## config.mk

```make
export PLATFORM = sky130hd
export DESIGN_NAME = bar_field
export DESIGN_NICKNAME = d
export VERILOG_FILES = /design/src/rtl/bar_field.sv
export SDC_FILE = /design/constraint.sdc
export NUM_CORES = 1
export LEC_CHECK = 0
export BUFFER_PORTS_ARGS = -buffer_cell sky130_fd_sc_hd__buf_4
export CAP_MARGIN = 20
export CORE_MARGIN = 4
export CORE_UTILIZATION = 59
export CTS_BUF_LIST = sky130_fd_sc_hd__clkbuf_16
export DETAILED_ROUTE_END_ITERATION = 6
export GPL_ROUTABILITY_DRIVEN = 0
export GPL_TIMING_DRIVEN = 0
export PLACE_DENSITY = 0.91
export RECOVER_POWER = 100
export SYNTH_ARGS = -nofsm -noshare
export SYNTH_HDL_FRONTEND = slang
export SYNTH_SLANG_ARGS = --single-unit
```

## constraint.sdc

```tcl
create_clock -name clkenv -period 3.9 [get_ports clkenv]
set_input_delay 0.585 -clock clkenv [delete_from_list [all_inputs] [get_ports clkenv]]
set_output_delay 0.585 -clock clkenv [all_outputs]
set_load 0.02 [all_outputs]
```

## src/rtl/bar_field.sv

```systemverilog
// -----------------------------------------------------------------------------
// bar_field
//   Obstacle bar playfield. Holds NUM_BARS bars, each with a top-of-opening
//   position, an opening height and a signed vertical speed. A level load
//   walks through the bars one per cycle and fills them from one of two fixed
//   tables. The table is chosen by the parity of `level`. Once all bars are
//   loaded, every `step` tick moves all bars together. Bars either wrap
//   around the screen or bounce off its edges, depending on WRAP_MODE.
//
// Parameters
//   NUM_BARS  number of bars (2..16)
//   POS_W     width of position / opening values
//   SPD_W     width of the signed per-bar speed
//   SCREEN_H  playfield height in pixels
//   WRAP_MODE 1 = wrap at the screen edges, 0 = bounce
//
// Ports
//   clkenv      in   environment clock, rising edge
//   rst_n       in   asynchronous active-low reset
//   pause       in   freezes bar movement while high
//   step        in   one-cycle movement tick
//   level_load  in   one-cycle request to (re)load the bars
//   level       in   level number; odd -> table A, even -> table B
//   bar_pos     out  packed positions, bar i at [i*POS_W +: POS_W]
//   bar_op      out  packed opening heights, same packing
//   bars_valid  out  every bar holds loaded data
//   busy        out  a load is in progress
// -----------------------------------------------------------------------------
module bar_field #(
  parameter int NUM_BARS  = 8,
  parameter int POS_W     = 10,
  parameter int SPD_W     = 6,
  parameter int SCREEN_H  = 480,
  parameter int WRAP_MODE = 1
) (
  input  logic                      clkenv,
  input  logic                      rst_n,
  input  logic                      pause,
  input  logic                      step,
  input  logic                      level_load,
  input  logic [POS_W-1:0]          level,
  output logic [NUM_BARS*POS_W-1:0] bar_pos,
  output logic [NUM_BARS*POS_W-1:0] bar_op,
  output logic                      bars_valid,
  output logic                      busy
);

  localparam int CNT_W = (NUM_BARS > 1) ? $clog2(NUM_BARS) : 1;
  // Two guard bits give room for the sign and for pos + speed overflow.
  localparam int EXT_W = POS_W + 2;
  // One more bit so that n + op can never overflow.
  localparam int SUM_W = POS_W + 3;

  localparam logic signed [EXT_W-1:0] SCREEN_X = EXT_W'(SCREEN_H);
  localparam logic signed [SUM_W-1:0] SCREEN_S = SUM_W'(SCREEN_H);

  localparam logic [CNT_W-1:0] LAST_IDX = CNT_W'(NUM_BARS - 1);

  typedef enum logic [1:0] {
    ST_IDLE = 2'd0,
    ST_LOAD = 2'd1,
    ST_RUN  = 2'd2
  } state_t;

  // ---------------------------------------------------------------------------
  // Level tables
  // ---------------------------------------------------------------------------

  // Start position is the same in both tables: even bars mid-screen, odd bars higher.
  function automatic logic [POS_W-1:0] tbl_pos(input logic [CNT_W-1:0] idx);
    logic [POS_W-1:0] v;
    if ((32'(idx) % 32'd2) == 32'd0) begin
      v = POS_W'(32'd240);
    end else begin
      v = POS_W'(32'd120);
    end
    return v;
  endfunction

  // Table A has a fixed opening. Table B's opening grows with the bar index mod 4.
  function automatic logic [POS_W-1:0] tbl_op(input logic tab_a,
                                               input logic [CNT_W-1:0] idx);
    logic [POS_W-1:0] v;
    if (tab_a) begin
      v = POS_W'(32'd60);
    end else begin
      v = POS_W'(32'd60 + 32'd10 * (32'(idx) % 32'd4));
    end
    return v;
  endfunction

  // Even bars move up and odd bars move down. Table B is faster.
  function automatic logic signed [SPD_W-1:0] tbl_spd(input logic tab_a,
                                                      input logic [CNT_W-1:0] idx);
    logic signed [SPD_W-1:0] v;
    logic                    even;
    even = ((32'(idx) % 32'd2) == 32'd0);
    if (tab_a) begin
      if (even) begin
        v = SPD_W'(-32'sd10);
      end else begin
        v = SPD_W'(32'sd10);
      end
    end else begin
      if (even) begin
        v = SPD_W'(-32'sd20);
      end else begin
        v = SPD_W'(32'sd15);
      end
    end
    return v;
  endfunction

  // ---------------------------------------------------------------------------
  // State
  // ---------------------------------------------------------------------------
  state_t                  state_r;
  logic [CNT_W-1:0]        cnt_r;
  logic                    tab_a_r;
  logic [POS_W-1:0]        pos_r [NUM_BARS];
  logic [POS_W-1:0]        op_r  [NUM_BARS];
  logic signed [SPD_W-1:0] spd_r [NUM_BARS];
  logic                    valid_r;
  logic                    busy_r;

  logic [POS_W-1:0]        pos_nxt_s [NUM_BARS];
  logic signed [SPD_W-1:0] spd_nxt_s [NUM_BARS];
  logic signed [EXT_W-1:0] n_s       [NUM_BARS];
  logic signed [EXT_W-1:0] lim_s     [NUM_BARS];
  logic signed [SUM_W-1:0] top_s     [NUM_BARS];
  logic                    move_s;

  // Only the parity of level selects a table. The upper bits are
  // intentionally unused.
  logic level_unused_s;
  assign level_unused_s = ^level[POS_W-1:1];

  // A load request in the same cycle as a step wins, so it suppresses movement.
  assign move_s = (state_r == ST_RUN) && step && !pause && !level_load;

  // Next position and speed of every bar for one movement tick.
  always_comb begin
    for (int i = 0; i < NUM_BARS; i++) begin
      n_s[i]   = $signed({2'b00, pos_r[i]})
               + $signed({{(EXT_W-SPD_W){spd_r[i][SPD_W-1]}}, spd_r[i]});
      lim_s[i] = SCREEN_X - $signed({2'b00, op_r[i]});
      top_s[i] = $signed({n_s[i][EXT_W-1], n_s[i]}) + $signed({3'b000, op_r[i]});
      pos_nxt_s[i] = pos_r[i];
      spd_nxt_s[i] = spd_r[i];
      if (WRAP_MODE != 0) begin
        // Leaving the top re-enters at the bottom, and the reverse.
        if (n_s[i][EXT_W-1] == 1'b1) begin
          pos_nxt_s[i] = lim_s[i][POS_W-1:0];
        end else if (n_s[i] > lim_s[i]) begin
          pos_nxt_s[i] = '0;
        end else begin
          pos_nxt_s[i] = n_s[i][POS_W-1:0];
        end
      end else begin
        // Clamp to the edge that was crossed and reverse direction.
        if (n_s[i][EXT_W-1] == 1'b1) begin
          pos_nxt_s[i] = '0;
          spd_nxt_s[i] = -spd_r[i];
        end else if (top_s[i] > SCREEN_S) begin
          pos_nxt_s[i] = lim_s[i][POS_W-1:0];
          spd_nxt_s[i] = -spd_r[i];
        end else begin
          pos_nxt_s[i] = n_s[i][POS_W-1:0];
        end
      end
    end
  end

  // Control FSM and bar storage: load sequencing, movement, async clear.
  always_ff @(posedge clkenv or negedge rst_n) begin
    if (!rst_n) begin
      state_r <= ST_IDLE;
      cnt_r   <= '0;
      tab_a_r <= 1'b0;
      valid_r <= 1'b0;
      busy_r  <= 1'b0;
      for (int i = 0; i < NUM_BARS; i++) begin
        pos_r[i] <= '0;
        op_r[i]  <= '0;
        spd_r[i] <= '0;
      end
    end else begin
      case (state_r)
        ST_IDLE: begin
          if (level_load) begin
            state_r <= ST_LOAD;
            cnt_r   <= '0;
            tab_a_r <= level[0];
            valid_r <= 1'b0;
            busy_r  <= 1'b1;
          end
        end
        ST_LOAD: begin
          // New level_load requests are ignored here. Bars above cnt_r keep
          // their old contents until they are rewritten.
          pos_r[cnt_r] <= tbl_pos(cnt_r);
          op_r[cnt_r]  <= tbl_op(tab_a_r, cnt_r);
          spd_r[cnt_r] <= tbl_spd(tab_a_r, cnt_r);
          if (cnt_r == LAST_IDX) begin
            state_r <= ST_RUN;
            cnt_r   <= '0;
            valid_r <= 1'b1;
            busy_r  <= 1'b0;
          end else begin
            cnt_r <= cnt_r + CNT_W'(1);
          end
        end
        ST_RUN: begin
          if (level_load) begin
            state_r <= ST_LOAD;
            cnt_r   <= '0;
            tab_a_r <= level[0];
            valid_r <= 1'b0;
            busy_r  <= 1'b1;
          end else if (move_s) begin
            for (int i = 0; i < NUM_BARS; i++) begin
              pos_r[i] <= pos_nxt_s[i];
              spd_r[i] <= spd_nxt_s[i];
            end
          end
        end
        default: begin
          state_r <= ST_IDLE;
          cnt_r   <= '0;
          valid_r <= 1'b0;
          busy_r  <= 1'b0;
        end
      endcase
    end
  end

  // Outputs are plain wiring from the bar registers.
  for (genvar g = 0; g < NUM_BARS; g++) begin : g_pack
    assign bar_pos[g*POS_W +: POS_W] = pos_r[g];
    assign bar_op[g*POS_W +: POS_W]  = op_r[g];
  end

  assign bars_valid = valid_r;
  assign busy       = busy_r;

endmodule

```

==> flow_metrics.tcl <==
set metrics [dict create \
    status "finished with violations" \
    violations "max-capacitance violations, max-slew violations" \
    synth-edff-count 0 \
    worstSetupEndpointType "flip-flop" \
    dp.cells 1955 \
    fin_skew_ns 0.01117 \
    p_leak_nw 7.046 \
    critical_path_class "flip-flop to flip-flop" \
    grt-ovfl-total 0 \
    grt_max_degree 107 \
    yosysTopAreaCell "dfrtp_1" \
    detail-route-antenna-nets 0 \
    core_area_um2 22030 \
    synth_area_um2 13310 \
    finalSetupViolCount 0 \
    fp.dieW_um 158.2 \
    multiInputGateArea_um2 8386 \
    cts_sinks 175 \
    wl_per_cell_um 19.09 \
    avgSynthCellArea_um2 8.826 \
    ir_drop_mv 0.3842 \
    min_path_type "input port to flip-flop" \
    regArea_um2 4384 \
    fin_nets 1885 \
    crit_arrival_ns 4.12 \
    first_iter_violations 1096 \
    vias_per_cell 6.289 \
    root_buffer "clkbuf_16" \
    grt_use_total_pct 29.98 \
    num_antenna_cells 0 \
    cts_tree "yes" \
    ys_warn_count 0 \
    yosysUniqueCellTypes 72 \
    via_count 12560 \
    syn2layout_area_growth_pct 13.31 \
    wl_um 38120 \
    final_cell_mix "171 x dfrtp_1, 157 x ha_1, 149 x clkbuf_1" \
    first_global_vias 12160 \
    relSlewSlack_pct -15.94 \
    fin_crit_sh_pct 96.91 \
    drv_cap 1 \
    dieHeight_um 158.2 \
    fmax_ghz 0.2646 \
    start_util_pct 60.42 \
    hold_violations 0 \
    yosysSeqAreaShare_pct 32.90 \
    clkTransAtPathRegs_ns 0.07 \
    first_pass_iters 6 \
    slew_violations 71 \
    instances_no_fill 1997 \
    grt_antenna_before_repair 0 \
    fin_crit_ns 3.779 \
    drive_above_1_share_pct 7.571 \
    fin_hold_ws_ns 0.3815 \
    cp.required_ns 4.24 \
    holdBufCountCts 0 \
    synth_top_area_share_pct 32.90 \
    die-area_um2 25020 \
    drcViolationCount 0 \
    power.density_nw_per_um2 711.3 \
    syn_inst 1508 \
    clockBufferDepth 2 \
    grt_pass1_wl_um 60750 \
    async_flop_share_pct 100.0 \
    dp_slack_ns -0.1670 \
    rows 54 \
    io_buffers 135 \
    clk_latency_ns 0.44 \
    synth_flop_cell "dfrtp_1" \
    cp_max_fo 8 \
    synth.top_cells.by_area "dfrtp_1 33%, ha_1 15%, o21ai_0 4.3%" \
    cts_buffers 17 \
    io_pins 177 \
    ys_ff_latch 175 \
    hpwl_um 27910 \
    startpoint_type "flip-flop" \
    setup_slack_ns 0.1206 \
    htreeDepth 4 \
    layout_commonest_cell "dfrtp_1" \
    worstMarginPinSlew_ns 1.739 \
    fillers 1764 \
]
-- worst paths after layout --
| path | to | depth (start not counted) | startpoint | slack, ns |
|---|---|---|---|---|
| max | bar_pos[11] | 12 | spd_nxt_s[36] | 0.12 |
| min | tab_a_r | 2 | level[0] | 0.38 |
| max reg2reg | bar_pos[11] | 12 | spd_nxt_s[36] | 0.12 |
| min reg2reg | spd_nxt_s[39] | 1 | spd_nxt_s[39] | 0.48 |
| max in group asynchronous | spd_nxt_s[36] | 2 | rst_n | 0.85 |
| min in group asynchronous | bar_pos[29] | 1 | rst_n | 0.60 |
-- worst max-delay path: stages, from the launching register on --
cell and delay, ns:
dfrtp_2 0.49, ha_1 0.26, fa_1 0.45, a21o_1 0.22
a22o_1 0.21, nor2_1 0.12, xnor2_1 0.11, ha_1 0.32
nand4_1 0.12, or4b_2 0.69, a31oi_4 0.27, nand2_1 0.17
o31ai_1 0.24
-- metrics by stage --
step / TNS, ns / cell area [um2] / utilization (%) / power [W]
finish: 0 / 15080 / 68.47 / 0.01073
global route: -0.04428 / 15080 / 68.47 / 0.01152
CTS: 0 / 15430 / 70.04 / 0.01076
detailed placement: -2.111 / 14820 / 67.30 / 0.008956
global placement: -0.7588 / 14790 / 67.14 / 0.008638
floorplan: 0 / 13430 / - / 0.007056
-- flip-flops by register name, summed over array words and instances, names as in the netlist --
register and cells:
bar_pos 80, cnt_r 3, tab_a_r 1, bar_op 42, spd_nxt_s 46, bars_valid 1, busy 1, state_r 1
-- synth_stat cells (30+ instances only) --
library cell and instances:
dfrtp_1 175, xor2_1 34, a211oi_1 30, ha_1 157, a21oi_1 92, buf_4 40, a21o_1 36, xnor2_1 53
nor2_1 136, nand2_1 130, inv_1 95, o21ai_0 114
-- metal layers --
metal / vias to the layer above / share of wire, % / global-route usage, %
met3: 145 / 8.2 / 5.577
met4: 0 / 4.7 / 13.24
met2: 636 / 46 / 48.48
met1: 5954 / 41 / 39.45
met5: - / 0 / 0
li1: 5825 / - / -
-- final cells by class --
cell class	count	share of cell area, %
plain buffers	65	2.613
clock buffers	17	2.821
clock inverters	14	1.012
inverters	95	2.365
multi-input cells	1204	55.60
flip-flops and latches	175	29.07
well taps	280	2.323
repair buffers	147	4.190
-- cells by family (layout without fill, tap and decap cells) --
logic type / after synthesis / in the layout / share of synthesized area (%)
other: 1 / 32 / 0.02818
buffers and inverters: 160 / 338 / 5.641
and+or+nand+nor: 463 / 463 / 16.65
AOI/OAI and AO/OA: 451 / 451 / 22.60
DFF: 175 / 175 / 32.90
muxes: 6 / 6 / 0.4888
xor gates and xnor gates: 87 / 87 / 5.725
adders and majority gates: 165 / 165 / 15.96
-- report_power, final --
part / total [W] / switching, W / internal, W
Clock: 0.00173 / 0.000733 / 0.000992
Combinational: 0.00611 / 0.00380 / 0.00231
Sequential: 0.00289 / 0.000643 / 0.00225
-- repair_timing --
item / in CTS / in global routing
resized for setup: 4 / 19
pin swaps: 1 / 6
setup endpoints to repair: 22 / 54
buffers inserted: 0 / 10
(Power assumes the default switching activity.)
